<file path="config.mk">
export PLATFORM = sky130hd
export DESIGN_NAME = ttl_74166_multi_sync
export DESIGN_NICKNAME = d
export VERILOG_FILES = /design/src/rtl/ttl_74166_multi_sync.sv
export SDC_FILE = /design/constraint.sdc
export NUM_CORES = 1
export LEC_CHECK = 0
export CORE_AREA = 2 2 72 74
export DETAILED_ROUTE_END_ITERATION = 8
export DIE_AREA = 0 0 74 76
export GPL_TIMING_DRIVEN = 0
export PLACE_DENSITY_LB_ADDON = 0.15
export SYNTH_ARGS = -nofsm -noshare
export SYNTH_HDL_FRONTEND = slang
export SYNTH_SLANG_ARGS = --single-unit
</file>
<file path="constraint.sdc">
create_clock -name clk -period 1.5 [get_ports clk]
set_clock_uncertainty 0.05 [all_clocks]
set_input_delay 0.15 -clock clk [delete_from_list [all_inputs] [get_ports clk]]
set_output_delay 0.15 -clock clk [all_outputs]
set_load 0.05 [all_outputs]
</file>
<file path="src/rtl/ttl_74166_multi_sync.sv">
// Multi-plane 74LS166-style parallel-load shift register, fully synchronous to clk.
// Planes shift in lockstep; direction latched at load; tracks bits remaining and pulses on word end.
module ttl_74166_multi_sync #(
    parameter int unsigned WIDTH    = 8,
    parameter int unsigned PLANES   = 4,
    parameter int unsigned EDGE_DET = 1
) (
    input  logic                          clk,
    input  logic                          Reset_n,
    input  logic                          CLRn,
    input  logic                          cen,
    input  logic                          INH,
    input  logic                          SH_LDn,
    input  logic                          FLIP,
    input  logic [PLANES-1:0]             SER,
    input  logic [PLANES*WIDTH-1:0]       D,
    output logic [PLANES-1:0]             Q,
    output logic [$clog2(WIDTH+1)-1:0]    CNT,
    output logic                          EMPTY,
    output logic                          LD_REQ
);

    localparam int unsigned CW = $clog2(WIDTH + 1);

    logic [PLANES-1:0][WIDTH-1:0] sr_q, sr_d;
    logic                         flip_q, flip_d;
    logic [CW-1:0]                cnt_q, cnt_d;
    logic                         ld_req_q, ld_req_d;
    logic                         ck_q, ck_d;
    logic                         ck;
    logic                         evt;

    // TTL clock pin is cen OR INH, so an INH rise with cen low is a real edge.
    assign ck  = cen | INH;
    assign evt = (EDGE_DET != 0) ? (ck & ~ck_q) : (cen & ~INH);

    always_ff @(posedge clk) begin
        sr_q     <= sr_d;
        flip_q   <= flip_d;
        cnt_q    <= cnt_d;
        ld_req_q <= ld_req_d;
        ck_q     <= ck_d;
    end

    always_comb begin
        sr_d     = sr_q;
        flip_d   = flip_q;
        cnt_d    = cnt_q;
        ld_req_d = 1'b0;
        ck_d     = ck;
        if (!Reset_n) begin
            sr_d   = '0;
            flip_d = 1'b0;
            cnt_d  = '0;
            // Start high so a cen already asserted at release is not seen as an edge.
            ck_d   = 1'b1;
        end else if (!CLRn) begin
            sr_d  = '0;
            cnt_d = '0;
        end else if (evt) begin
            if (!SH_LDn) begin
                for (int p = 0; p < int'(PLANES); p++) begin
                    sr_d[p] = D[p*WIDTH +: WIDTH];
                end
                flip_d = FLIP;
                cnt_d  = CW'(WIDTH);
            end else begin
                for (int p = 0; p < int'(PLANES); p++) begin
                    if (flip_q) begin
                        sr_d[p] = {SER[p], sr_q[p][WIDTH-1:1]};
                    end else begin
                        sr_d[p] = {sr_q[p][WIDTH-2:0], SER[p]};
                    end
                end
                if (cnt_q != '0) begin
                    cnt_d = cnt_q - CW'(1);
                end
                ld_req_d = (cnt_q == CW'(1));
            end
        end
    end

    always_comb begin
        Q = '0;
        for (int p = 0; p < int'(PLANES); p++) begin
            Q[p] = flip_q ? sr_q[p][0] : sr_q[p][WIDTH-1];
        end
    end

    assign CNT    = cnt_q;
    assign EMPTY  = (cnt_q == '0);
    assign LD_REQ = ld_req_q;

endmodule

</file>
-- Word-level counts from Yosys, hierarchy flattened
Index checks and enable logic that the tools add are counted.
- output and inout bits: 10
- latch bits: 0
- memories: 0
- bits in writable memories: 0
- ROM bits: 0
- input port bits: 43
- logic and storage cells: 32
- bits in registers: 39
- bitwise gates (word level): 4
- eq/ne operators: 2
- add/sub/neg operators: 1
- divide/modulo/power cells: 0
- reductions and logical operators: 6
- multiplexer cells: 11
- $mul: 0
- shift-type cells: 0
- order comparisons: 0
- operators with widths (operator ; count):
    32-bit two-way mux ; 1
    8-bit two-way mux ; 4
    4-bit two-way mux ; 2
    4-bit by 1-bit == test with 1-bit output (second input constant) ; 1
    4-bit logical NOT ; 1
    1-bit two-way mux ; 4
    2-bit AND reduction ; 2
    4-bit AND reduction ; 1
    4-bit nonzero test ; 1
    4-bit by 1-bit subtractor with 4-bit output (second input constant) ; 1
    3-bit AND reduction ; 1
    2-bit by 1-bit != test with 1-bit output (second input constant) ; 1
    1-bit NOT ; 2
    1-bit AND ; 1
    1-bit OR ; 1

-- Depth between registers and ports, before layout
- depth in word-level cells: 3
- gate-level depth with buffers: 5
- depth with buffers taken out: 5

-- Least setup slack after synthesis
Ideal clock, no wire load.
- path type: register to register
- start: register cnt_q[0] (netlist: CNT[0])
- end: register cnt_q[0] (netlist: CNT[0])
- data arrival time: 2.470 ns
- clock period less this slack: 2.596 ns
- setup time: 0.076 ns
- setup slack: -1.096 ns
- required time: 1.374 ns
- stages on the path, launching flop included: 6
- path buffers: 0
- cell sequence: dfxtp_1 inv_1 ha_1 nor3b_1 a21oi_1 o22ai_1
- cells in the longest elaborated chain, start to end: 3
- elaborated cells on any way between the ends: 6
- classes of those cells: 1 x add/sub; 1 x eq/ne; 2 x mux; 2 x reduce/logical
- RTL lines (element ; line ; text):
    from (decl) ; 27 ; logic [CW-1:0] cnt_q, cnt_d;
    from (signal assigned) ; 40 ; cnt_q <= cnt_d;
    4-bit by 1-bit subtractor with 4-bit output / 4-bit nonzero test (equally long branches) ; 76, 75 ;
    4-bit two-way mux / 2-bit by 1-bit != test with 1-bit output (equally long branches) ; - ;
    4-bit two-way mux / 2-bit AND reduction (equally long branches) ; - ;
Several ways; a longest one is shown, not always the timed one. The select of a mux whose other input is x is not followed.
A chain may end at the register's enable or synchronous reset.

-- Worst setup path in the final report
- start: register cnt_q[1] (netlist: CNT[1])
- end: output EMPTY
- cells in the longest elaborated chain, start to end: 1
- RTL lines (element ; line ; text):
    4-bit logical NOT ; 91 ; assign EMPTY = (cnt_q == '0);
    to (decl) ; 19 ; output logic EMPTY,
No other way between the ends.

==> run summary <==
Hold timing on the final database bottoms out at a slack of 0.295 ns. Once the floorplan was initialized, standard cells occupied 42.9% of the core. The number of unique standard cell types used by synthesis was 32.

The y dimension of the die was 76 µm. The multi-input combinational cells in the finished layout cover a total of 1200 µm². The portion of the post-synthesis area used by sequential elements was 37.0%; the die outline area was 5620 µm².

The final total power is 0.00219 W, and the worst path setup slack after routing is 0.00890 ns. Beginning of the worst hold path: SH_LDn. Data on the critical path is required at its endpoint by 1.30 ns. The power per cell area was 751 nW/µm². The count of inserted antenna diode cells is 0. For the sum of negative setup slack, the log shows 0 ns.

The tools report the number of max-cap violations as 0. At the pin with the least slew margin, the transition time is 0.492 ns. HPWL after detailed placement: 3.69 mm. The category of the most critical setup path was reg -> out. Setup repair after global routing could not meet its margin everywhere. The run gives 223 as the gate count of the mapped netlist.

Total via count in the routed design: 1867. The worst pin sits at a relative slew slack of 67.3%. TritonCTS built the clock tree.

The tree is rooted in a sky130_fd_sc_hd__clkbuf_8. The logs give 4910 µm² for the standard cell core area and -0.422 ns for the setup slack at placement. The run finished with clean final reports.

The chip width works out to 74 µm. The number of nets handed over by synthesis was 269. The Yosys step of the flow raised 0 warnings.

Endpoint kind of the worst setup timing path: an output port. Global routing used 18.2% of the available tracks across all layers. The worst path needs 1.49 ns of the cycle, external delays included. The CTS buffer count came out at 5.

The synthesized design contains 0 enable-type register cells. Ratio of cells with drive above 1 in the final layout: 17.8%. The run gives 0 as the count of antenna-violating nets left after detailed routing. Final-stage net count: 332. The static leakage was 1.08 nW.

The final layout contains routed wiring with a total length of 5.11 mm. The layout overhead on the synthesized area is 38.3%, and the largest stage delay on the critical path is 0.37 ns. Measured in cells, the most critical reg-to-reg path has a length of 5. The number of synthesized register bits was 39; the site row count was 26. In this run the count of I/O pins placed on the die edge is 53. The worst register-to-register path ends at CNT[2]. Summing every instance area after synthesis gives 2110 µm². Worst-case vdd ir drop: 0.402 mV. The logs give 13 for the largest net degree at the start of global routing and 2 for the maximum count of clock buffers along a single path. The count of buffers added on input and output ports is 51. Clock tree synthesis found a total of 39 sinks. Before antenna repair, the detailed router went through 4 iterations. The tools report the final hold violation count as 0. The worst setup path is launched from a register. In the final layout, flip-flops and latches occupy 792 µm².

The via count normalized by instance count is 5.23, and the final core utilization is 59.4%. The setup check on the worst reg-to-reg path leaves a slack of 0.07 ns. Timing would allow up to 671 MHz. The worst register-to-register path begins at CNT[0]. The CTS clock-pin slew for the worst setup and hold paths works out to 0.07 ns. Arrival time of the worst setup path: 1.29 ns. For this design, the slowest cell found on the critical path is sky130_fd_sc_hd__dfxtp_4. The worst path uses 99.4% of the clock period.

The synthesized area per cell was 9.46 µm²; the number of max-slew violations in the final report was 0. Most common flop cell mapped by yosys: sky130_fd_sc_hd__dfxtp_1. At the later pin of the worst-skew pair, clock insertion delay measures 0.29 ns. The count of cells along the worst hold path is 4, and the final routed DRC violation total is 0. Setup violations remaining at the end of the flow were counted as 0. Summed over all layers, the global routing overflow is 0.

In this run the number of H-tree levels came out at 2. The tightest min-delay check is of the in -> reg type. The detailed router finished its first iteration with 102 violations.

Of all nets on the critical path, the largest fanout is 4. For hold timing, the worst endpoint is flip_q. For this run, asynchronously set or reset flops after synthesis account for 0%.

The first-pass GRT wire length was 8.29 mm; the weighted congestion reported at the end of routability-driven placement was 0.763. Traced cell by cell, the critical path runs through inv_4, ha_4, nor3b_4, buf_6. The number of global-route vias before repair is 1811. In the final routed layout, each cell accounts on average for 14.3 µm. The initial antenna violation count is 0, and the layout filler cell count is 455.
critical path, delay by kind of cell (launching register included):
family                   cells  cell delay [ns]
adder cells (fa/ha/maj)      1             0.12
flip-flops                   1             0.37
AND/OR/NAND/NOR              1             0.25
buffers and inverters        2             0.27
placed cells by master, fill, tap and decap left out, types with 2 or more instances in the layout:
cell type / synthesis / final
sky130_fd_sc_hd__inv_1: 4 / 2
sky130_fd_sc_hd__dfxtp_2: 0 / 3
sky130_fd_sc_hd__dfxtp_1: 39 / 34
sky130_fd_sc_hd__buf_6: 5 / 7
sky130_fd_sc_hd__clkbuf_8: 0 / 6
sky130_fd_sc_hd__a22o_1: 32 / 32
sky130_fd_sc_hd__mux2i_1: 32 / 32
sky130_fd_sc_hd__mux2_2: 4 / 3
sky130_fd_sc_hd__clkbuf_1: 5 / 5
sky130_fd_sc_hd__clkdlybuf4s50_1: 0 / 41
sky130_fd_sc_hd__o21ai_0: 2 / 2
sky130_fd_sc_hd__dlygate4sd2_1: 0 / 5
sky130_fd_sc_hd__or3_1: 2 / 2
sky130_fd_sc_hd__buf_8: 2 / 3
sky130_fd_sc_hd__nor2_4: 2 / 2
sky130_fd_sc_hd__nand3_1: 3 / 3
sky130_fd_sc_hd__a21oi_1: 34 / 34
sky130_fd_sc_hd__dfxtp_4: 0 / 2
sky130_fd_sc_hd__ha_1: 3 / 2
sky130_fd_sc_hd__buf_4: 5 / 11
sky130_fd_sc_hd__nor2_1: 33 / 33
sky130_fd_sc_hd__inv_4: 0 / 2
area by class of cell:
cell class                 instances  area share (%)
buffer                            17            4.97
clock buffer                       7            3.69
clock inverter                     1           0.172
inverter                           4           0.686
multi-input combinational        162            41.2
sequential                        39            27.1
tap                               70            3.00
timing repair buffer              57            19.2
Yosys cell counts (all sizes together) (2+ instances only):
cell    number  area (µm²)
buf         13         129
o21ai        2        10.0
a22o        32         280
nand3        3        15.0
inv          4        15.0
mux2         4        45.0
mux2i       32         320
a21oi       34         170
nor2        35         146
clkbuf       5        18.8
or3          2        12.5
ha           3        37.5
dfxtp       39         781
layer usage:
metal | GRT usage (%) | up-vias | part of all wire, %
met1 | 24.2 | 875 | 47
li1 | - | 949 | -
met2 | 29.8 | 38 | 48
met3 | 3.70 | 5 | 4.6
met4 | 4.91 | 0 | 0.82
met5 | 0 | - | 0
registers in the layout (all words and copies together), names as in the netlist:
signal,cells
CNT,4
ck_q,1
flip_q,1
sr_q,32
LD_REQ,1
worst max path at each step:
stage | from | end | slack (ns) | depth (start not counted)
final | CNT[1] | EMPTY | 0.009 | 4
after floorplan | CNT[1] | CNT[2] | -0.1 | 5
after global routing | CNT[1] | EMPTY | -0.03 | 4
after global placement | flip_q | Q[0] | -0.42 | 4
after detailed placement | flip_q | Q[1] | -0.42 | 4
after CTS | flip_q | Q[0] | 0.001 | 3
what timing repair did:
action / in CTS / in global routing
resized for setup: 40 / 6
setup endpoints to repair: 10 / 6
buffers inserted: 3 / 3
pin swaps: 0 / 0
hold buffers: 0 / 0
metrics by stage:
| stage | instance area, µm² | instances |
|---|---|---|
| 2_1_floorplan | 2150 | 223 |
| 3_3_place_gp | 2750 | 344 |
| 3_5_place_dp | 2750 | 344 |
| 4_1_cts | 2870 | 354 |
| 5_1_grt | 2920 | 357 |
| 6_report | 2920 | 357 |
power by group:
part           total (W)  internal, W  switching [W]  leakage, nW
combinational   0.000301     0.000167       0.000134        0.705
clock           0.000842     0.000471       0.000370       0.0594
sequential       0.00105      0.00104     0.00000846        0.318
total            0.00219      0.00168       0.000513         1.08
kinds of logic (layout without fill, tap and decap cells):
logic type	Yosys count	in the layout	share of synthesized area, %
compound gates	76	76	25.1
fa+ha+maj	3	3	1.78
buf+inv	22	86	7.71
flops	39	39	37.0
mux	36	36	17.3
simple gates	47	47	11.0
No activity file was read; power rests on OpenSTA's default activity.
